<file path="config.mk">
export PLATFORM = sky130hd
export DESIGN_NAME = cd_rx_frame_wr_flat
export DESIGN_NICKNAME = d
export VERILOG_FILES = /design/src/rtl/cd_rx_frame_wr_if.sv /design/src/rtl/cd_rx_frame_wr.sv /design/src/flat_wrapper.sv
export SDC_FILE = /design/constraint.sdc
export NUM_CORES = 1
export LEC_CHECK = 0
export BUFFER_PORTS_ARGS = -buffer_cell sky130_fd_sc_hd__buf_2
export CAP_MARGIN = 20
export CORE_MARGIN = 2
export CORE_UTILIZATION = 30
export DETAILED_ROUTE_END_ITERATION = 6
export GPL_TIMING_DRIVEN = 0
export PLACE_DENSITY = 0.56
export RECOVER_POWER = 25
export SLEW_MARGIN = 20
export SYNTH_ARGS = -nofsm -noshare
export SYNTH_HDL_FRONTEND = slang
export SYNTH_SLANG_ARGS = --single-unit
</file>
<file path="constraint.sdc">
create_clock -name clk -period 3.4 [get_ports clk]
set_clock_uncertainty 0.05 [all_clocks]
set_input_delay 0.34 -clock clk [delete_from_list [all_inputs] [get_ports clk]]
set_output_delay 0.34 -clock clk [all_outputs]
set_load 0.1 [all_outputs]
</file>
<file path="src/rtl/cd_rx_frame_wr_if.sv">
// cd_rx_frame_wr_if
//   Bus bundle between the RX byte stage, the frame writer and the write
//   port of the dual-page frame RAM.
//
//   Signals:
//     in_byte     8           received byte
//     in_valid    1           one-cycle strobe, in_byte is valid
//     in_idle     1           one-cycle strobe, bus idle (frame boundary)
//     wr_byte     8           byte to RAM
//     wr_addr     A_WIDTH+2   byte address in current write page
//     wr_en       1           RAM write strobe
//     switch      1           commit current page (one cycle)
//     wr_flags    8           page flags, valid while switch = 1
//     switch_fail 1           from RAM, one cycle after a rejected switch
//
//   Modports:
//     master  the frame writer
//     slave   the environment (RX byte stage + frame RAM)
interface cd_rx_frame_wr_if #(
    parameter int unsigned A_WIDTH = 6
) ();
    logic [7:0]         in_byte;
    logic               in_valid;
    logic               in_idle;
    logic [7:0]         wr_byte;
    logic [A_WIDTH+1:0] wr_addr;
    logic               wr_en;
    logic               switch;
    logic [7:0]         wr_flags;
    logic               switch_fail;

    modport master (
        input  in_byte, in_valid, in_idle, switch_fail,
        output wr_byte, wr_addr, wr_en, switch, wr_flags
    );

    modport slave (
        output in_byte, in_valid, in_idle, switch_fail,
        input  wr_byte, wr_addr, wr_en, switch, wr_flags
    );
endinterface

</file>
<file path="src/rtl/cd_rx_frame_wr.sv">
// cd_rx_frame_wr
//   Receive-side frame writer in front of the dual-page frame RAM.
//   Accepts deserialized bytes, filters on destination, bounds the length
//   against the page size, writes src/dst/len/data into the RAM page and
//   checks CRC-16/MODBUS over the whole frame. A good frame commits the page
//   with a one-cycle switch; bad, truncated, oversized or lost frames give
//   one-cycle error pulses.
//
//   Ports:
//     clk        system clock, rising edge
//     reset      synchronous, active-high
//     filter     own node address
//     promisc    1 = accept any destination
//     bus        cd_rx_frame_wr_if.master (byte input + RAM write port)
//     crc_err    frame complete but CRC residue non-zero
//     lost_err   RAM rejected the previous switch
//     break_err  bus idle in the middle of a frame
//     ovf_err    length field does not fit in one page
//
//   Frame: src, dst, len, data[len], crc_lo, crc_hi. Bytes src..data are
//   stored at addresses 0..len+2; the CRC bytes are not stored.
module cd_rx_frame_wr #(
    parameter int unsigned A_WIDTH = 6
) (
    input  logic              clk,
    input  logic              reset,
    input  logic [7:0]        filter,
    input  logic              promisc,
    cd_rx_frame_wr_if.master  bus,
    output logic              crc_err,
    output logic              lost_err,
    output logic              break_err,
    output logic              ovf_err
);

    // Byte counter is wide enough to hold len+4 for any 8-bit len and the
    // page capacity for any A_WIDTH, so the length check never wraps.
    localparam int unsigned CW = (A_WIDTH + 3 > 10) ? A_WIDTH + 3 : 10;
    localparam logic [CW-1:0] PAGE_BYTES = CW'(2 ** (A_WIDTH + 2));

    typedef enum logic [1:0] {
        S_IDLE,
        S_RECV,
        S_WAIT_IDLE
    } state_t;

    state_t        state;
    logic [CW-1:0] count;      // index of the next byte in the frame
    logic [CW-1:0] len_end;    // len+3: number of stored bytes
    logic [15:0]   crc;
    logic          bcast;
    logic          promisc_hit;

    logic [15:0]   crc_first;
    logic [15:0]   crc_next;
    logic [CW-1:0] len_next;
    logic          dst_own;
    logic          dst_bcast;
    logic          dst_reject;
    logic          wr_ok;

    // One byte of CRC-16/MODBUS (reflected 0xA001), all 8 shifts unrolled.
    function automatic logic [15:0] crc16_byte(input logic [15:0] c,
                                               input logic [7:0]  d);
        logic [15:0] r;
        r = c ^ {8'h00, d};
        for (int unsigned i = 0; i < 8; i++) begin
            if (r[0])
                r = (r >> 1) ^ 16'hA001;
            else
                r = r >> 1;
        end
        return r;
    endfunction

    always_comb begin
        crc_first  = crc16_byte(16'hFFFF, bus.in_byte);
        crc_next   = crc16_byte(crc, bus.in_byte);
        len_next   = CW'(bus.in_byte) + CW'(3);
        dst_own    = (bus.in_byte == filter);
        dst_bcast  = (bus.in_byte == 8'hFF);
        dst_reject = !promisc && !dst_own && !dst_bcast;

        // In RECV: dst is stored only when accepted, len is always stored,
        // data bytes while below len+3 (len_end is only valid from count 3).
        wr_ok = 1'b0;
        if (count == CW'(1))
            wr_ok = !dst_reject;
        else if (count == CW'(2))
            wr_ok = 1'b1;
        else
            wr_ok = (count < len_end);
    end

    always_ff @(posedge clk) begin
        if (reset) begin
            state        <= S_IDLE;
            count        <= '0;
            len_end      <= '0;
            crc          <= '1;
            bcast        <= 1'b0;
            promisc_hit  <= 1'b0;
            bus.wr_byte  <= '0;
            bus.wr_addr  <= '0;
            bus.wr_en    <= 1'b0;
            bus.switch   <= 1'b0;
            bus.wr_flags <= '0;
            crc_err      <= 1'b0;
            lost_err     <= 1'b0;
            break_err    <= 1'b0;
            ovf_err      <= 1'b0;
        end else begin
            bus.wr_en    <= 1'b0;
            bus.switch   <= 1'b0;
            bus.wr_flags <= '0;
            crc_err      <= 1'b0;
            break_err    <= 1'b0;
            ovf_err      <= 1'b0;
            lost_err     <= bus.switch_fail;

            case (state)
                S_IDLE: begin
                    // in_idle has priority: a byte coinciding with it is dropped.
                    if (bus.in_valid && !bus.in_idle) begin
                        bus.wr_en   <= 1'b1;
                        bus.wr_addr <= '0;
                        bus.wr_byte <= bus.in_byte;
                        crc         <= crc_first;
                        count       <= CW'(1);
                        state       <= S_RECV;
                    end
                end

                S_RECV: begin
                    if (bus.in_idle) begin
                        break_err <= 1'b1;
                        state     <= S_IDLE;
                    end else if (bus.in_valid) begin
                        crc   <= crc_next;
                        count <= count + CW'(1);

                        if (wr_ok) begin
                            bus.wr_en   <= 1'b1;
                            bus.wr_addr <= count[A_WIDTH+1:0];
                            bus.wr_byte <= bus.in_byte;
                        end

                        if (count == CW'(1)) begin
                            if (dst_reject) begin
                                state <= S_WAIT_IDLE;
                            end else begin
                                bcast       <= dst_bcast;
                                promisc_hit <= promisc && !dst_own && !dst_bcast;
                            end
                        end else if (count == CW'(2)) begin
                            len_end <= len_next;
                            if (len_next > PAGE_BYTES) begin
                                ovf_err <= 1'b1;
                                state   <= S_WAIT_IDLE;
                            end
                        end else if (count == len_end + CW'(1)) begin
                            // crc_hi: residue over the whole frame is zero
                            // when the appended CRC matches.
                            state <= S_IDLE;
                            if (crc_next == 16'h0000) begin
                                bus.switch   <= 1'b1;
                                bus.wr_flags <= {6'b0, promisc_hit, bcast};
                            end else begin
                                crc_err <= 1'b1;
                            end
                        end
                    end
                end

                S_WAIT_IDLE: begin
                    if (bus.in_idle)
                        state <= S_IDLE;
                end

                default: state <= S_IDLE;
            endcase
        end
    end

endmodule
</file>
<file path="src/flat_wrapper.sv">
// flat-port wrapper written by rule: the top's interface ports become plain ports
module cd_rx_frame_wr_flat 
#(
    parameter int unsigned A_WIDTH = 6
)
  (clk, reset, filter, promisc, crc_err, lost_err, break_err, ovf_err, bus_in_byte, bus_in_valid, bus_in_idle, bus_switch_fail, bus_wr_byte, bus_wr_addr, bus_wr_en, bus_switch, bus_wr_flags);
  cd_rx_frame_wr_if #(.A_WIDTH(A_WIDTH)) bus_i ();
  input  logic clk;
  input  logic reset;
  input  logic [7:0] filter;
  input  logic promisc;
  output logic crc_err;
  output logic lost_err;
  output logic break_err;
  output logic ovf_err;
  input wire logic [$bits(bus_i.in_byte)-1:0] bus_in_byte;
  input wire logic [$bits(bus_i.in_valid)-1:0] bus_in_valid;
  input wire logic [$bits(bus_i.in_idle)-1:0] bus_in_idle;
  input wire logic [$bits(bus_i.switch_fail)-1:0] bus_switch_fail;
  output wire logic [$bits(bus_i.wr_byte)-1:0] bus_wr_byte;
  output wire logic [$bits(bus_i.wr_addr)-1:0] bus_wr_addr;
  output wire logic [$bits(bus_i.wr_en)-1:0] bus_wr_en;
  output wire logic [$bits(bus_i.switch)-1:0] bus_switch;
  output wire logic [$bits(bus_i.wr_flags)-1:0] bus_wr_flags;
  assign bus_i.in_byte = bus_in_byte;
  assign bus_i.in_valid = bus_in_valid;
  assign bus_i.in_idle = bus_in_idle;
  assign bus_i.switch_fail = bus_switch_fail;
  assign bus_wr_byte = bus_i.wr_byte;
  assign bus_wr_addr = bus_i.wr_addr;
  assign bus_wr_en = bus_i.wr_en;
  assign bus_switch = bus_i.switch;
  assign bus_wr_flags = bus_i.wr_flags;
  cd_rx_frame_wr #(.A_WIDTH(A_WIDTH)) u_core (.clk(clk), .reset(reset), .filter(filter), .promisc(promisc), .bus(bus_i), .crc_err(crc_err), .lost_err(lost_err), .break_err(break_err), .ovf_err(ovf_err));
endmodule
</file>
==> flow_summary_export.csv <==
group,metric,value,unit
global_routing,grt_max_degree,11,
place,post-dp-hpwl,9150,um
layout,areaGrowthSynthToFinish,17.7,%
clock_tree,cts_num_sinks,63,
floorplanning,die_y,119,um
yosys,synth-async-reset-ratio,0,%
critical_path,arrival,2.87,ns
layout,diodes,0,
yosys,synth_top_flop_cell,"dfxtp_1",
floorplanning,dieArea,0.0142,mm^2
timing,tightest_slew,1.18,ns
yosys,syn_inst,482,
clock_tree,cts_tree,"built",
layout,fillers,1382,
global_routing,grt_pass1_wl,19700,um
floorplanning,num_rows,42,
yosys,post-synth-top-area-fraction,31.7,%
clock_tree,post_cts_buffers,0,
worst_hold_path,hold_class,"in2reg",
yosys,yosys_warnings,0,
pwr,p_leak,0.00172,uW
floorplanning,core,0.0131,mm^2
clock_tree,worst_skew_pair.late_latency,0.33,ns
critical_path,critPathMaxFanout,8,
routing,routed_via_density,5.10,
layout,drive_above_1_share,11.7,%
clock_tree,cts.clk_slew.worst_paths,0.06,ns
timing,slew-limit-headroom,21.5,%
critical_path,critPathCaptureType,"flip-flop",
timing,drv_slew,0,
global_routing,grt_use_total,17.7,%
clock_tree,cts-htree-levels,3,
timing,rsz0062_at_grt,"no",
yosys,synth_top_area_cell,"dfxtp_1",
yosys,ys_ff_latch,63,
global_routing,antenna_found_initial,0,
routing,drt_iter0_drc,230,
clock_tree,ctsResizeCount,0,
timing,min_period,2.69,ns
routing,first_pass_iters,4,
yosys,syn_area,0.00397,mm^2
routing,vias,3680,
routing,drc,0,
critical_path,critPathRequiredTime,3.58,ns
floorplanning,pin_count,52,
timing,hold_violations,0,
floorplanning,die_w,119,um
clock_tree,cts-root-buf,"clkbuf_16",
pwr,peakVddDrop,0.179,mV
critical_path,worst-setup-path-type,"in2reg",
job,drv_cap,0,
clock_tree,cts_buffers,9,
yosys,synth.distinct_cells,59,
timing,tns,0,ns
place,port_buffers,45,
layout,nets,587,
global_routing,gr-total-overflow,0,
clock_tree,holdBufCountCts,0,
floorplanning,initial_utilization,30.4,%
run_status,status,"completed",
place,gp_congestion,0.908,
global_routing,grt_pass1_vias,3820,
clock_tree,cts_buffer_depth,2,
routing,ant_nets,0,
yosys,synth_edf_count,0,
layout,final_cell_area,0.00468,mm^2
yosys,avgSynthCellArea,8.24,um^2
timing,layout_worst_path_cycle_share,79.1,%
timing,setup_violations,0,
critical_path,startpoint_type,"primary input",
pwr,power_density,457,mW/mm^2
routing,routed_wl,12100,um
yosys,yosysSeqAreaShare,31.7,%
routing,post_drt_wl_per_cell,16.7,um
yosys,ys_top_cells_by_area,"dfxtp_1, xnor2_1, ha_1",
timing,fmax,372,MHz
place,dpl-instance-area,0.00444,mm^2
## cells in the mapped netlist, drive strengths merged (2+ instances only)
cell     number
dfxtp        63
nand2        55
nor2         49
xnor2        46
ha           22
buf          19
clkbuf       19
inv          17
nand3        15
nand4        15
xor2         15
a211oi       13
o21ai        13
o311ai       11
a21oi        10
a31oi        10
nor4          9
and3          7
nand2b        7
nor3          7
o211ai        7
nor4b         6
a21o          4
nor2b         4
a32o          3
and4          3
nor3b         3
a211o         2
a31o          2
mux2i         2
nand4b        2
o2111ai       2
o32ai         2
or3           2
## report_power, final
part           switching [uW]  total, uW  internal, uW
clock                     326        850           524
sequential               25.4        793           768
combinational             335        493           157
## through the flow
stage	std cells	total power (uW)	util (%)	hold slack [ns]	setup WS, ns
after floorplan	487	1180	-	0.365	1.03
after global placement	708	1300	33.9	0.399	0.352
after detailed placement	708	1300	33.9	0.392	0.290
after CTS	722	2150	35.9	0.166	0.659
after global routing	722	2230	35.7	0.180	0.481
final	722	2140	35.7	0.165	0.710
## worst paths after layout
path / from / slack (ns) / to / cells past startpoint
setup / recovery: bus_in_byte[5] / 0.71 / u_core.bus.wr_flags[0] / 12
hold reg to reg: u_core.bcast / 0.41 / u_core.bus.wr_flags[0] / 2
hold / removal: bus_switch_fail / 0.16 / u_core.lost_err / 2
setup reg to reg: u_core.len_end[7] / 0.73 / u_core.bus.wr_addr[3] / 8
## state kept, by name, indices dropped and copies added (netlist names)
register,cells
u_core.crc_err,1
u_core.bus.wr_addr,8
u_core.promisc_hit,1
u_core.state,2
u_core.crc,16
u_core.bus.wr_flags,2
u_core.count,10
u_core.bus.switch,1
u_core.bus.wr_byte,8
u_core.ovf_err,1
u_core.bcast,1
u_core.lost_err,1
u_core.len_end,9
u_core.bus.wr_en,1
u_core.break_err,1
## metal layers
metal | track usage (%) | share of wire [%]
met1 | 21.7 | 46
met2 | 30.9 | 50
met3 | 3.30 | 2.5
met4 | 6.10 | 1.7
met5 | 0 | 0
## critical path, stage by stage
cell      delay (ns)
buf_2           0.10
buf_2           0.28
xnor2_1         0.16
xnor2_1         0.31
xnor2_1         0.14
xnor2_1         0.25
ha_1            0.31
xnor2_1         0.22
nand4b_1        0.13
nor3_1          0.16
nand3_1         0.23
nor4_1          0.24
## logic make-up after synthesis
| group | after synthesis | synth area share, % |
|---|---|---|
| AND/OR/NAND/NOR | 188 | 24.1 |
| multiplexers | 2 | 0.504 |
| adder cells (fa/ha/maj) | 22 | 6.93 |
| other | 1 | 0.0944 |
| XOR/XNOR | 62 | 14.0 |
| AO/OA/AOI/OAI | 89 | 16.5 |
| flip-flops | 63 | 31.7 |
| buffers and inverters | 55 | 6.17 |
## layout make-up
type / instances / area (um^2) / area share (%)
repair buffers: 45 / 199 / 4.25
well taps: 176 / 220 / 4.71
flip-flops and latches: 63 / 1260 / 27.0
clock inverters: 1 / 5.00 / 0.107
multi-input cells: 369 / 2490 / 53.2
inverters: 17 / 63.8 / 1.36
clock buffers: 13 / 260 / 5.56
plain buffers: 38 / 181 / 3.88
## placed cells by master (no fill, tap or decap), types with 3 or more instances in the layout
cell / netlist / final
ha_1: 22 / 22
clkbuf_1: 19 / 42
nor4_1: 8 / 8
conb_1: 1 / 6
nand3_1: 13 / 13
xnor2_1: 46 / 46
inv_1: 17 / 17
nor3b_1: 3 / 3
nor4b_1: 6 / 6
nor2b_1: 4 / 4
and4_1: 3 / 3
a31oi_1: 10 / 10
o311ai_1: 8 / 8
dfxtp_1: 63 / 63
o211ai_1: 7 / 7
buf_4: 7 / 7
a211oi_1: 12 / 12
o311ai_0: 3 / 3
xor2_1: 15 / 15
nor3_1: 7 / 7
a21o_1: 4 / 4
nand4_1: 15 / 15
o21ai_0: 12 / 12
and3_1: 6 / 6
a21oi_1: 10 / 10
clkbuf_16: 0 / 9
nor2_1: 49 / 49
nand2_1: 55 / 55
a32o_1: 3 / 3
nand2b_1: 7 / 7
buf_2: 10 / 34
No activity file was read; power rests on OpenSTA's default activity.
